<file path="config.mk">
export PLATFORM = sky130hd
export DESIGN_NAME = mci_arbiter_flat
export DESIGN_NICKNAME = d
export VERILOG_FILES = /design/src/rtl/mci_arbiter_if.sv /design/src/rtl/mci_arbiter.sv /design/src/flat_wrapper.sv
export SDC_FILE = /design/constraint.sdc
export NUM_CORES = 1
export LEC_CHECK = 0
export BUFFER_PORTS_ARGS = -buffer_cell sky130_fd_sc_hd__buf_2
export CAP_MARGIN = 20
export CORE_MARGIN = 1
export CORE_UTILIZATION = 41
export CTS_BUF_LIST = sky130_fd_sc_hd__clkbuf_8
export DETAILED_ROUTE_END_ITERATION = 7
export PLACE_DENSITY = 0.73
export SLEW_MARGIN = 30
export SYNTH_ARGS = -nofsm -noshare
export SYNTH_HDL_FRONTEND = slang
export SYNTH_SLANG_ARGS = --single-unit
</file>
<file path="constraint.sdc">
create_clock -name clk -period 13.1 [get_ports clk]
set_input_delay 3.275 -clock clk [delete_from_list [all_inputs] [get_ports clk]]
set_output_delay 3.275 -clock clk [all_outputs]
set_load 0.02 [all_outputs]
</file>
<file path="src/rtl/mci_arbiter_if.sv">
// ============================================================================
// Module      : mci_pkg / mci_arbiter_if
// Description : Request/response types and the cache-side/memory-side bus
// Revision    : 1.0
// ============================================================================
`default_nettype none

package mci_pkg;
  typedef struct packed {
    logic        valid;
    logic        rw;
    logic [31:0] addr;
    logic [31:0] data;
  } mci_request_t;

  typedef struct packed {
    logic        ready;
    logic [31:0] data;
  } mci_response_t;
endpackage

interface mci_arbiter_if #(
  parameter int N_PORTS = 2
);
  import mci_pkg::*;

  mci_request_t  req_in  [N_PORTS];
  mci_response_t res_out [N_PORTS];
  mci_request_t  mem_req;
  mci_response_t mem_res;

  // The arbiter is the slave of the cache ports and drives the memory side.
  modport slave  (input  req_in, input  mem_res, output res_out, output mem_req);
  modport master (output req_in, output mem_res, input  res_out, input  mem_req);
endinterface

`default_nettype wire

</file>
<file path="src/rtl/mci_arbiter.sv">
// ============================================================================
// Module      : mci_arbiter
// Description : Round-robin arbiter of N cache ports onto one memory channel
// Revision    : 1.0
// ============================================================================
`default_nettype none

module mci_arbiter
  import mci_pkg::*;
#(
  parameter int N_PORTS = 2,
  localparam int c_grant_w = (N_PORTS > 1) ? $clog2(N_PORTS) : 1
) (
  input  logic                 clk,
  input  logic                 rst,
  mci_arbiter_if.slave         bus,
  output logic                 busy,
  output logic [c_grant_w-1:0] grant_id,
  output logic                 err_overflow
);

  typedef enum logic [1:0] {
    IDLE  = 2'd0,
    ISSUE = 2'd1,
    WAIT  = 2'd2
  } state_t;

  localparam logic [c_grant_w:0] c_nports = (c_grant_w + 1)'(N_PORTS);

  state_t               r_state;
  state_t               w_next_state;
  logic [N_PORTS-1:0]   r_pending;
  logic                 r_slot_rw   [N_PORTS];
  logic [31:0]          r_slot_addr [N_PORTS];
  logic [31:0]          r_slot_data [N_PORTS];
  logic [c_grant_w-1:0] r_grant;
  logic [c_grant_w-1:0] r_last_grant;
  logic                 r_req_rw;
  logic [31:0]          r_req_addr;
  logic [31:0]          r_req_data;
  logic                 r_err;

  logic [N_PORTS-1:0]   w_cand;
  logic                 w_found;
  logic [c_grant_w-1:0] w_winner;
  logic [c_grant_w:0]   w_sum;
  logic                 w_release;
  logic                 w_win_rw;
  logic [31:0]          w_win_addr;
  logic [31:0]          w_win_data;

  assign w_release = (r_state != IDLE) && bus.mem_res.ready;

  // Round-robin search starting just after the last winner; a same-cycle pulse counts.
  always_comb begin
    w_cand   = '0;
    w_found  = 1'b0;
    w_winner = '0;
    w_sum    = '0;
    for (int i = 0; i < N_PORTS; i++) begin
      w_cand[i] = r_pending[i] | bus.req_in[i].valid;
    end
    for (int k = 1; k <= N_PORTS; k++) begin
      w_sum = {1'b0, r_last_grant} + (c_grant_w + 1)'(k);
      if (w_sum >= c_nports) begin
        w_sum = w_sum - c_nports;
      end
      if (!w_found && w_cand[w_sum[c_grant_w-1:0]]) begin
        w_found  = 1'b1;
        w_winner = w_sum[c_grant_w-1:0];
      end
    end
  end

  // A fresh pulse is newer than whatever the slot holds.
  always_comb begin
    w_win_rw   = r_slot_rw[w_winner];
    w_win_addr = r_slot_addr[w_winner];
    w_win_data = r_slot_data[w_winner];
    if (bus.req_in[w_winner].valid) begin
      w_win_rw   = bus.req_in[w_winner].rw;
      w_win_addr = bus.req_in[w_winner].addr;
      w_win_data = bus.req_in[w_winner].data;
    end
  end

  always_comb begin
    w_next_state = r_state;
    case (r_state)
      IDLE:    if (w_found) w_next_state = ISSUE;
      ISSUE:   w_next_state = w_release ? IDLE : WAIT;
      WAIT:    if (w_release) w_next_state = IDLE;
      default: w_next_state = IDLE;
    endcase
  end

  always_ff @(posedge clk or posedge rst) begin
    if (rst) begin
      r_state      <= IDLE;
      r_pending    <= '0;
      r_grant      <= '0;
      r_last_grant <= c_grant_w'(N_PORTS - 1);
      r_req_rw     <= 1'b0;
      r_req_addr   <= '0;
      r_req_data   <= '0;
      r_err        <= 1'b0;
      for (int i = 0; i < N_PORTS; i++) begin
        r_slot_rw[i]   <= 1'b0;
        r_slot_addr[i] <= '0;
        r_slot_data[i] <= '0;
      end
    end else begin
      r_state <= w_next_state;
      if (r_state == IDLE && w_found) begin
        r_req_rw     <= w_win_rw;
        r_req_addr   <= w_win_addr;
        r_req_data   <= w_win_data;
        r_grant      <= w_winner;
        r_last_grant <= w_winner;
      end
      // A new pulse wins over a release of the same slot.
      for (int i = 0; i < N_PORTS; i++) begin
        if (bus.req_in[i].valid) begin
          r_pending[i]   <= 1'b1;
          r_slot_rw[i]   <= bus.req_in[i].rw;
          r_slot_addr[i] <= bus.req_in[i].addr;
          r_slot_data[i] <= bus.req_in[i].data;
          if (r_pending[i] && !(w_release && (r_grant == c_grant_w'(i)))) begin
            r_err <= 1'b1;
          end
        end else if (w_release && (r_grant == c_grant_w'(i))) begin
          r_pending[i] <= 1'b0;
        end
      end
    end
  end

  assign bus.mem_req = '{valid: (r_state == ISSUE), rw: r_req_rw,
                         addr: r_req_addr, data: r_req_data};

  always_comb begin
    for (int i = 0; i < N_PORTS; i++) begin
      bus.res_out[i] = '{ready: w_release && (r_grant == c_grant_w'(i)),
                         data: bus.mem_res.data};
    end
  end

  assign busy         = (r_state != IDLE);
  assign grant_id     = r_grant;
  assign err_overflow = r_err;

endmodule

`default_nettype wire

</file>
<file path="src/flat_wrapper.sv">
// flat-port wrapper written by rule: the top's interface ports become plain ports
module mci_arbiter_flat import mci_pkg::*;
#(
  parameter int N_PORTS = 2,
  localparam int c_grant_w = (N_PORTS > 1) ? $clog2(N_PORTS) : 1
)
  (clk, rst, busy, grant_id, err_overflow, bus_req_in, bus_mem_res, bus_res_out, bus_mem_req);
  mci_arbiter_if #(.N_PORTS(N_PORTS)) bus_i ();
  input  logic clk;
  input  logic rst;
  output logic busy;
  output logic [c_grant_w-1:0] grant_id;
  output logic err_overflow;
  input wire logic [$bits(bus_i.req_in)-1:0] bus_req_in;
  input wire logic [$bits(bus_i.mem_res)-1:0] bus_mem_res;
  output wire logic [$bits(bus_i.res_out)-1:0] bus_res_out;
  output wire logic [$bits(bus_i.mem_req)-1:0] bus_mem_req;
  assign bus_i.req_in = {>>{bus_req_in}};
  assign bus_i.mem_res = bus_mem_res;
  assign bus_res_out = {>>{bus_i.res_out}};
  assign bus_mem_req = bus_i.mem_req;
  mci_arbiter #(.N_PORTS(N_PORTS)) u_core (.clk(clk), .rst(rst), .bus(bus_i), .busy(busy), .grant_id(grant_id), .err_overflow(err_overflow));
endmodule
</file>
==> impl_summary.md <==
Yosys
Synthesis handed over a netlist of 1397 instances. The number of enable-type register cells in the synthesized netlist is 0. The post-synth design cell area is 12400 um2. When the netlist entered floorplanning its net count stood at 1564. The most used flip-flop cell after synthesis is sky130_fd_sc_hd__dfrtp_1. Sequential cells were found to cover 40.8% of the synthesized design area. The number of library cell types mapped by synthesis is 32.

The post-synthesis sequential element count is 202. In this run the mean area of a mapped cell was 8.87 um2. The number of synthesis warnings is 0. Counting flops with an async set or reset pin after synthesis yields a share of 100%.

Timing
On the final layout, the worst clock skew is 15.8 ps. Setup repair after global routing left no endpoint under its margin. Derived from the worst setup path, the maximum achievable clock frequency is 141 MHz.

For the pin with the worst max-slew slack, the measured transition is 965 ps. The number of endpoints with negative hold slack in the final report is 0. For the finished layout, the period the worst path requires is 7100 ps. The final-report setup violation count is 0. The share of the cycle needed by the critical path after routing is 54.2%.

The post-route setup TNS is 0 ps. The number of pins with negative max-slew slack in the final report came to 0. The worst slew slack as a fraction of its limit is 35.7%. The smallest hold slack is 484 ps.

Worst setup path
The highest net fanout along the worst path is 3. The gate family responsible for the most delay along the worst path is buffers and inverters. The startpoint identified for the worst register-to-register timing path is u_core.r_last_grant. In this run the critical register-to-register path is captured at u_core.r_req_addr[4]. The type of origin of the critical path is a primary input.

The data arrival at the endpoint of the critical path is 3820 ps. Data on the critical path is required at its endpoint by 9820 ps. The worst setup path is of the primary input to output pin kind.

The number of cell instances on the worst register-to-register path is 5. Walking the worst path, the cells encountered are buf_2 -> nand3_1 -> inv_1 -> buf_2. The most numerous cell type found on the critical path is sky130_fd_sc_hd__buf_2. In this run the register-to-register setup slack is 9740 ps. The cell at the slowest stage of the critical path is sky130_fd_sc_hd__buf_2.

STA classifies the critical path endpoint as an output pin. The highest cell delay on the worst timing path is 190 ps. The worst path buffer plus inverter count is 3.

Place
Routability-driven placement finished with a final weighted congestion of 0.822. The number of buffers inserted by port buffering is 205. The estimated wirelength of the detail-placed design is 19.9 mm. In this run the cell area measured after placement is 13000 um2.

Hold path
The path category of the worst min-delay check is register to register. The number of cells traversed by the worst hold path is 2. The startpoint of the most critical hold path is u_core.r_req_addr[1].

The path with the worst hold slack has its endpoint at u_core.r_req_addr[1].

Route
For this run, design rule violations remaining after detail routing come to 0. The ratio of routed vias to standard cells is 5.58. The routed layout has 10500 vias.

The number of antenna-violating nets in the routed design is 0. The first detailed-routing pass ran for 5 iterations. The detailed router finished its first iteration with 722 violations. After detailed routing, the total wire length is 34.5 mm. In the final routed layout, each cell accounts on average for 18.3 um.

Pwr
The analysis attributes to cell leakage a power of 6.24 nW. Power spread over the standard cell area amounts to 188 nW/um2. The highest ir drop seen on vdd is 0.000143 V.

Layout
The utilization of the core after routing is 46.4%. Summing all multi-input logic gate instances after layout gives 6330 um2. Leaving out fill and tap cells, the most frequent cells in the layout are 260 x sky130_fd_sc_hd__and2_1, 203 x sky130_fd_sc_hd__buf_2, 201 x sky130_fd_sc_hd__dfrtp_1, 199 x sky130_fd_sc_hd__nand2_1.

The area growth from synthesis to final layout is 11.2%. The library cell used most frequently in the layout, excluding fill and tap cells, is sky130_fd_sc_hd__and2_1. The combined flip-flop and latch cell area is 5060 um2. Fill cells in the final layout number 2819. At the end of the flow, the number of nets in the layout was 1634. After routing the design area is 13800 um2. The fraction of layout cells with a size suffix above 1 is 23.2%.

Global route
The largest net degree at the start of global routing is 128. The first global-routing pass estimated 54.5 mm of wire. Summed over all layers, the global routing overflow is 0. The via count of the first global-routing pass is 10500.

The number of antenna violations at the first check in global routing came to 2. For this run, the total global-route usage over all layers was measured as 21.9%.

Clock network
Gates resized during post-CTS repair numbered 0. The clock-pin slew of the registers on the worst-case setup and hold paths is 60 ps. The clock passes through at most 3 buffers. The number of hold buffers added after cts is 0. The H-tree was split into 2 levels.

The tree is rooted in a sky130_fd_sc_hd__clkbuf_8. TritonCTS created 39 clock buffers. The CTS tree is built. The clock latency reported for the late side of the worst-skew pair is 520 ps. The TritonCTS sink count is 202. The post-CTS setup-driven buffer insertion count is 0.

Floorplan
The row count is 63. The height of the die is 176 um. The area of the die is 30900 um2. The initial utilization of the core area, before any placement, comes to 41.7%. The number of top-level design ports is 302.

From left edge to right edge, the die measures 176 um. The core area is 29700 um2.

Outcome
The flow ran to the end, and the final reports show no timing, DRC or antenna violations.

Run
Across the run, the number of max-cap violations was 0.
-- where the power goes --
group	total, mW	switching [mW]	internal [mW]
sequential	0.858	0.0851	0.773
clock	0.589	0.273	0.316
combinational	1.15	0.747	0.400
-- flip-flops by register name, summed over array words and instances (netlist names) --
name / cells
u_core.r_slot_addr: 64
u_core.r_req_data: 32
u_core.r_req_addr: 32
u_core.r_pending: 2
u_core.r_slot_rw: 2
u_core.r_slot_data: 64
u_core.err_overflow: 1
u_core.grant_id: 1
u_core.r_last_grant: 1
u_core.r_state: 2
u_core.r_req_rw: 1
-- logic make-up (layout without fill, tap and decap cells) --
group | count (synthesis) | count (layout) | share of synthesized area [%]
flops | 202 | 202 | 40.8
other cells | 0 | 3 | 0
simple gates | 603 | 603 | 26.3
xor+xnor | 1 | 1 | 0.0707
buf+inv | 193 | 289 | 8.29
mux | 65 | 65 | 5.91
compound gates | 333 | 333 | 18.6
-- tightest hold or removal path: stages, from the launching register on --
cell	delay [ps]
sky130_fd_sc_hd__dfrtp_1	340
sky130_fd_sc_hd__nand2_1	50
sky130_fd_sc_hd__o221ai_1	60
-- metrics by stage --
step / cells / setup WS, ps / total power, mW
2_1_floorplan: 1397 / 4320 / 1.69
3_5_place_dp: 1816 / 5750 / 2.02
6_report: 1886 / 6000 / 2.59
4_1_cts: 1883 / 6000 / 2.62
5_1_grt: 1883 / 5960 / 2.75
3_3_place_gp: 1815 / 5770 / 1.98
-- worst max path at each step --
stage	end	slack (ps)	cells past startpoint	start
finish	bus_res_out[32]	6000	4	bus_mem_res[32]
global route	bus_res_out[32]	5960	4	bus_mem_res[32]
CTS	bus_res_out[32]	6000	4	bus_mem_res[32]
detailed placement	u_core.r_req_addr[4]	5750	9	bus_req_in[131]
global placement	u_core.r_req_addr[4]	5770	9	bus_req_in[131]
floorplan	u_core.err_overflow	4320	1	rst
-- layout make-up --
type	instances	area share (%)
diodes	3	0.0545
inverters	5	0.227
well taps	390	3.54
clock inverters	21	0.608
clock buffers	46	4.59
repair buffers	217	8.36
flip-flops and latches	202	36.7
multi-input cells	1002	45.9
-- synth_stat cells (4+ instances only) --
cell	count	share of area, %
sky130_fd_sc_hd__buf_1	11	0.33
sky130_fd_sc_hd__nor2_1	5	0.15
sky130_fd_sc_hd__buf_2	17	0.69
sky130_fd_sc_hd__o221ai_2	4	0.48
sky130_fd_sc_hd__nand2b_1	131	6.6
sky130_fd_sc_hd__nand2_1	200	6.1
sky130_fd_sc_hd__dfrtp_1	201	41
sky130_fd_sc_hd__a211oi_1	126	7.6
sky130_fd_sc_hd__a21oi_1	130	5.3
sky130_fd_sc_hd__buf_6	5	0.45
sky130_fd_sc_hd__o221ai_1	61	4.3
sky130_fd_sc_hd__clkbuf_1	90	2.7
sky130_fd_sc_hd__a211oi_2	4	0.40
sky130_fd_sc_hd__buf_4	65	3.9
sky130_fd_sc_hd__and2_1	260	13
sky130_fd_sc_hd__mux2_2	65	5.9
sky130_fd_sc_hd__inv_1	4	0.12
-- layer usage --
metal	vias up	routed length [um]	GRT usage, %
met3	99	2640	5.22
li1	4885	-	-
met2	383	16200	36.8
met5	-	27	0
met4	4	1180	9.17
met1	5146	14400	26.9
Note: power is estimated with default switching activity, not from simulation.
